<file path="config.mk">
export PLATFORM = sky130hd
export DESIGN_NAME = s_cell_array
export DESIGN_NICKNAME = d
export VERILOG_FILES = /design/src/rtl/s_cell_array.sv
export SDC_FILE = /design/constraint.sdc
export NUM_CORES = 1
export LEC_CHECK = 0
export ABC_AREA = 1
export BUFFER_PORTS_ARGS = -buffer_cell sky130_fd_sc_hd__buf_2
export CAP_MARGIN = 20
export CORE_AREA = 3 3 40 42
export CTS_CLUSTER_SIZE = 40
export DETAILED_ROUTE_END_ITERATION = 8
export DIE_AREA = 0 0 43 45
export PLACE_DENSITY = 0.73
export SYNTH_ARGS = -nofsm -noshare
export SYNTH_HDL_FRONTEND = slang
export SYNTH_SLANG_ARGS = --single-unit
</file>
<file path="constraint.sdc">
create_clock -name clk -period 0.8 [get_ports clk]
set_input_delay 0.16 -clock clk [delete_from_list [all_inputs] [get_ports clk]]
set_output_delay 0.16 -clock clk [all_outputs]
set_load 0.02 [all_outputs]
</file>
<file path="src/rtl/s_cell_array.sv">
// s_cell_array: CH registered muxes with per-bit AND/OR select gates; latency PIPE enabled edges, en=0 stalls the datapath.
// SCELL_SCAN_EN compiles in the serial shadow/active select config; otherwise the config is fixed at its default.
module s_cell_array #(
  parameter int CH    = 4,
  parameter int SEL_W = 2,
  parameter int PIPE  = 1
) (
  input  logic                      clk,
  input  logic                      clr,
  input  logic                      en,
  input  logic [CH*(1<<SEL_W)-1:0]  d,
  input  logic [CH*SEL_W-1:0]       a,
  input  logic [CH*SEL_W-1:0]       b,
  input  logic                      cfg_in,
  input  logic                      cfg_shift,
  input  logic                      cfg_load,
  output logic                      cfg_done,
  output logic [CH-1:0]             out
);
  localparam int NIN = 1 << SEL_W;
  localparam int CW  = CH * SEL_W;

  // Default: select bit 0 of each channel is an AND gate, higher bits are OR gates.
  function automatic logic [CW-1:0] f_def_cfg();
    logic [CW-1:0] v;
    v = '1;
    for (int c = 0; c < CH; c++) v[c*SEL_W] = 1'b0;
    return v;
  endfunction

  localparam logic [CW-1:0] DEF_CFG = f_def_cfg();

  logic [CW-1:0] w_active;

`ifdef SCELL_SCAN_EN
  logic [CW-1:0] r_shadow;
  logic [CW-1:0] r_active;
  logic          r_done;

  // A load samples the shadow before any same-edge shift lands.
  always_ff @(posedge clk or negedge clr) begin
    if (!clr) begin
      r_shadow <= DEF_CFG;
      r_active <= DEF_CFG;
      r_done   <= 1'b0;
    end else begin
      r_done <= cfg_load;
      if (cfg_load)  r_active <= r_shadow;
      if (cfg_shift) r_shadow <= (r_shadow << 1) | CW'(cfg_in);
    end
  end

  assign w_active = r_active;
  assign cfg_done = r_done;
`else
  logic w_unused_cfg;

  assign w_unused_cfg = ^{cfg_in, cfg_shift, cfg_load};
  assign w_active     = DEF_CFG;
  assign cfg_done     = 1'b0;
`endif

  logic [CH-1:0] w_bit;

  for (genvar c = 0; c < CH; c++) begin : g_ch
    logic [SEL_W-1:0] w_a;
    logic [SEL_W-1:0] w_b;
    logic [SEL_W-1:0] w_cfg;
    logic [SEL_W-1:0] w_sel;
    logic [NIN-1:0]   w_d;

    assign w_a   = a[c*SEL_W +: SEL_W];
    assign w_b   = b[c*SEL_W +: SEL_W];
    assign w_cfg = w_active[c*SEL_W +: SEL_W];
    assign w_d   = d[c*NIN +: NIN];
    assign w_sel = (w_a & w_b & ~w_cfg) | ((w_a | w_b) & w_cfg);
    assign w_bit[c] = w_d[w_sel];
  end

  if (PIPE == 2) begin : g_pipe2
    logic [CH-1:0] r_stage;
    logic [CH-1:0] r_out;

    always_ff @(posedge clk or negedge clr) begin
      if (!clr) begin
        r_stage <= '0;
        r_out   <= '0;
      end else if (en) begin
        r_stage <= w_bit;
        r_out   <= r_stage;
      end
    end

    assign out = r_out;
  end else begin : g_pipe1
    logic [CH-1:0] r_out;

    always_ff @(posedge clk or negedge clr) begin
      if (!clr)    r_out <= '0;
      else if (en) r_out <= w_bit;
    end

    assign out = r_out;
  end

endmodule

</file>
# Word level (Yosys, flattened, before mapping)
# Index checks and enable logic that the tools add are counted.
[word_totals]
ff_bits = 4
mem_bits_ro = 0
in_bits = 38
output_inout_bits = 5
mem_count = 0
latch_bits = 0
ramBits = 0
[classes]
order_cmp = 4
reduce_logical = 0
muxes = 8
n_div = 0
bitwise_logic = 12
n_shift = 0
multipliers = 0
n_eq_ne = 0
add_sub_neg = 0
[op_table]
columns = ["op", "count"]
rows = [
  ["$lt A2 B3 Y1 const B", 4],
  ["$bmux W1 S2", 4],
  ["$or A1 B2 Y2", 4],
  ["$or A2 B2 Y2", 4],
  ["$and A1 B1 Y1", 4],
  ["$mux W1", 4],
]

# Logic depth before layout (Yosys ltp)
[logic_depth]
ltp_word = 4
depth_mapped = 6
mapped_depth_nobuf = 6

# Worst setup path after synthesis
# No wires, ideal clock.
[synth_path]
kind = "reg2reg"
from = "register out[0] (netlist name)"
to = "register g_pipe1.r_out[0], in the netlist out[0]"
setup_slack_ps = 120
t_arrival_ps = 563
required_ps = 684
stages_incl_launch_ff = 3
setup_time_ps = 116
path_cell_list = "dfrtp_1 -> nand2_1 -> nand2_1"
[synth_lines]
columns = ["element", "line", "rtl"]
rows = [
  ["end signal: assignment", "100", "else if (en) r_out <= w_bit;"],
  ["end: declaration", "96", "logic [CH-1:0] r_out;"],
]

# Final worst setup path
[layout_path]
from = "register g_pipe1.r_out[1], in the netlist out[1]"
to = "output port out[1]"
[layout_lines]
columns = ["element", "line", "rtl"]
rows = [
  ["end: declaration", "18", "output logic [CH-1:0] out"],
]
# No word-level cell between the ends.

==> reports/qor.txt <==
Status - finished, violations left
Failing checks - setup timing
VDD IR max - 0.669 mV
Worst hold stages - 3
Syn Inst Count - 83
Max-slew violation count - 0
ANT nets after route - 0
Clock Latency Late Sink - 240 ps
CP arrival - 770 ps
RSZ-0062 raised after global routing - true
Initial DRT Pass Iterations - 2
Post-synthesis compound-gate area fraction - 0%
Final wirelength - 1120 um
Max stage delay on crit path - 390 ps
Via density - 4.15
Initial Util - 32.7%
Die height - 45 um
Netlist cell types - 7
Die area - 0.00194 sq mm
Critical-path top delay cell - dfrtp_1
GRT Util Overall - 12.1%
GPL Wtd Cong - 0.639
Share of layout cells above drive strength 1 - 35.4%
Longest Clk Path Bufs - 2
First DRT Iteration DRCs - 5
Via Count - 589
CP delay by family, top - flip-flops
Max cap viols - 0
Post-synthesis simple-gate area fraction - 51.2%
Die W - 43 um
CTS tree - built
Placed insts - 135
WS Path Type - flip-flop to primary output
Final period util - 116%
Leakage - 0.504 nW
Worst path required time - 640 ps
Max reg flops - 4
Synth warn - 0
IO Count - 43
Final total power - 0.000845 W
Worst path depth - 1
Achievable clock frequency - 1080 MHz
Worst hold path type - primary input to flip-flop
Main combinational cell family by area after synthesis - simple AND/OR/NAND/NOR gates
Port-buffer cells - 38
Syn_nets - 121
Nets - 167
Final core utilization - 55.1%
WP buf/inv - 1
Power per cell area - 1190 mW/mm^2
Critical Path End Type - primary output
CTS sink cnt - 4
Final std cells w/o fill - 142
Setup crit start kind - flip-flop
Endpoints failing hold - 0
Flops & latches, synth - 4
Num CTS Buffers - 3
Core area - 0.00128 sq mm
Final worst slack - -129 ps
Cell Area, Synth - 420 sq um
Syn_area_per_cell - 5.07 sq um
Initial antenna violation count - 0
Wire length per cell - 7.87 um
Pin count of the biggest net entering global routing - 6
Critical Path Fanout Max - 2
Place WS - 64.9 ps
Ant diodes - 0
CTS HTree Levels - 1
Crit-path cells - buf_6
Multiplexer share of the synthesized area - 0%
Reg2Reg Depth - 4
Sequential element share of the synthesized area - 23.8%
Leading cell type in the layout, fill and taps excluded - buf_2
Grt ovf - 0
Worst-path clk slew - 40 ps
Final Setup Violations - 5
Clock Skew - 0 ps
XOR/XNOR Fraction of Synth Area - 0%
Post-synthesis adder-cell area fraction - 0%
First-pass GRT wire length - 1740 um
DRC - 0
Syn-to-layout area delta - 68.5%
Hpwl dp - 925 um
Root buf cell - clkbuf_4
Row Count - 13
Most frequent cells in the layout - buf_2, nand2_1, inv_1, nand3_1, buf_6
Number of global-route vias before repair - 504
Final Critical Period - 929 ps
## metrics by stage
step	setup TNS (ps)	hold slack [ps]	instance area (sq um)
finish	-501	182	708
global route	-600	209	708
CTS	-495	182	694
detailed placement	0	-27.1	622
global placement	0	-31.2	622
floorplan	0	-136	420
## power by group
group,switching [W],internal [W],leakage [nW]
Sequential,0.0000188,0.000229,0.0488
Combinational,0.000157,0.000183,0.441
Clock,0.0000891,0.000168,0.0138
## worst paths after layout
check,start,to,slack (ps)
max reg2reg,out[3],out[3],-20
min in group asynchronous,clr,out[2],250
max,out[1],out[1],-130
min reg2reg,out[0],out[0],500
min,en,out[2],180
max in group asynchronous,clr,out[3],430
## cell usage after synthesis
| cell | n | area share, % |
|---|---|---|
| nand2_1 | 32 | 29 |
| inv_1 | 25 | 22 |
| nand3_1 | 16 | 19 |
| dfrtp_1 | 4 | 24 |
| nor2_1 | 4 | 3.6 |
| buf_4 | 1 | 1.8 |
| conb_1 | 1 | 0.89 |
## timing repair
| item | in CTS | in global routing |
|---|---|---|
| endpoints found under the hold margin | 4 | 0 |
| hold buffers | 1 | 0 |
| pin swaps | 0 | 1 |
| buffers inserted | 2 | 1 |
| resized for setup | 8 | 2 |
| setup endpoints to repair | 4 | 4 |
## area by class of cell
cell class              instances  area [sq um]
clock buffers                   3          22.5
fillers                       138           577
multi-input cells              53           221
inverters                      25          93.8
flip-flops and latches          4           100
well taps                      15          18.8
repair buffers                 42           251
## layer usage
metal | wire [um] | track usage (%)
met4 | 23 | 9.04
met5 | 0 | 0
met1 | 430 | 12.2
met2 | 547 | 22.2
met3 | 117 | 2.39
## cells by family (layout without fill, tap and decap cells)
family | after synthesis | after routing
buffers and inverters | 26 | 70
and+or+nand+nor | 52 | 52
DFF | 4 | 4
other | 1 | 1
(Power assumes the default switching activity.)
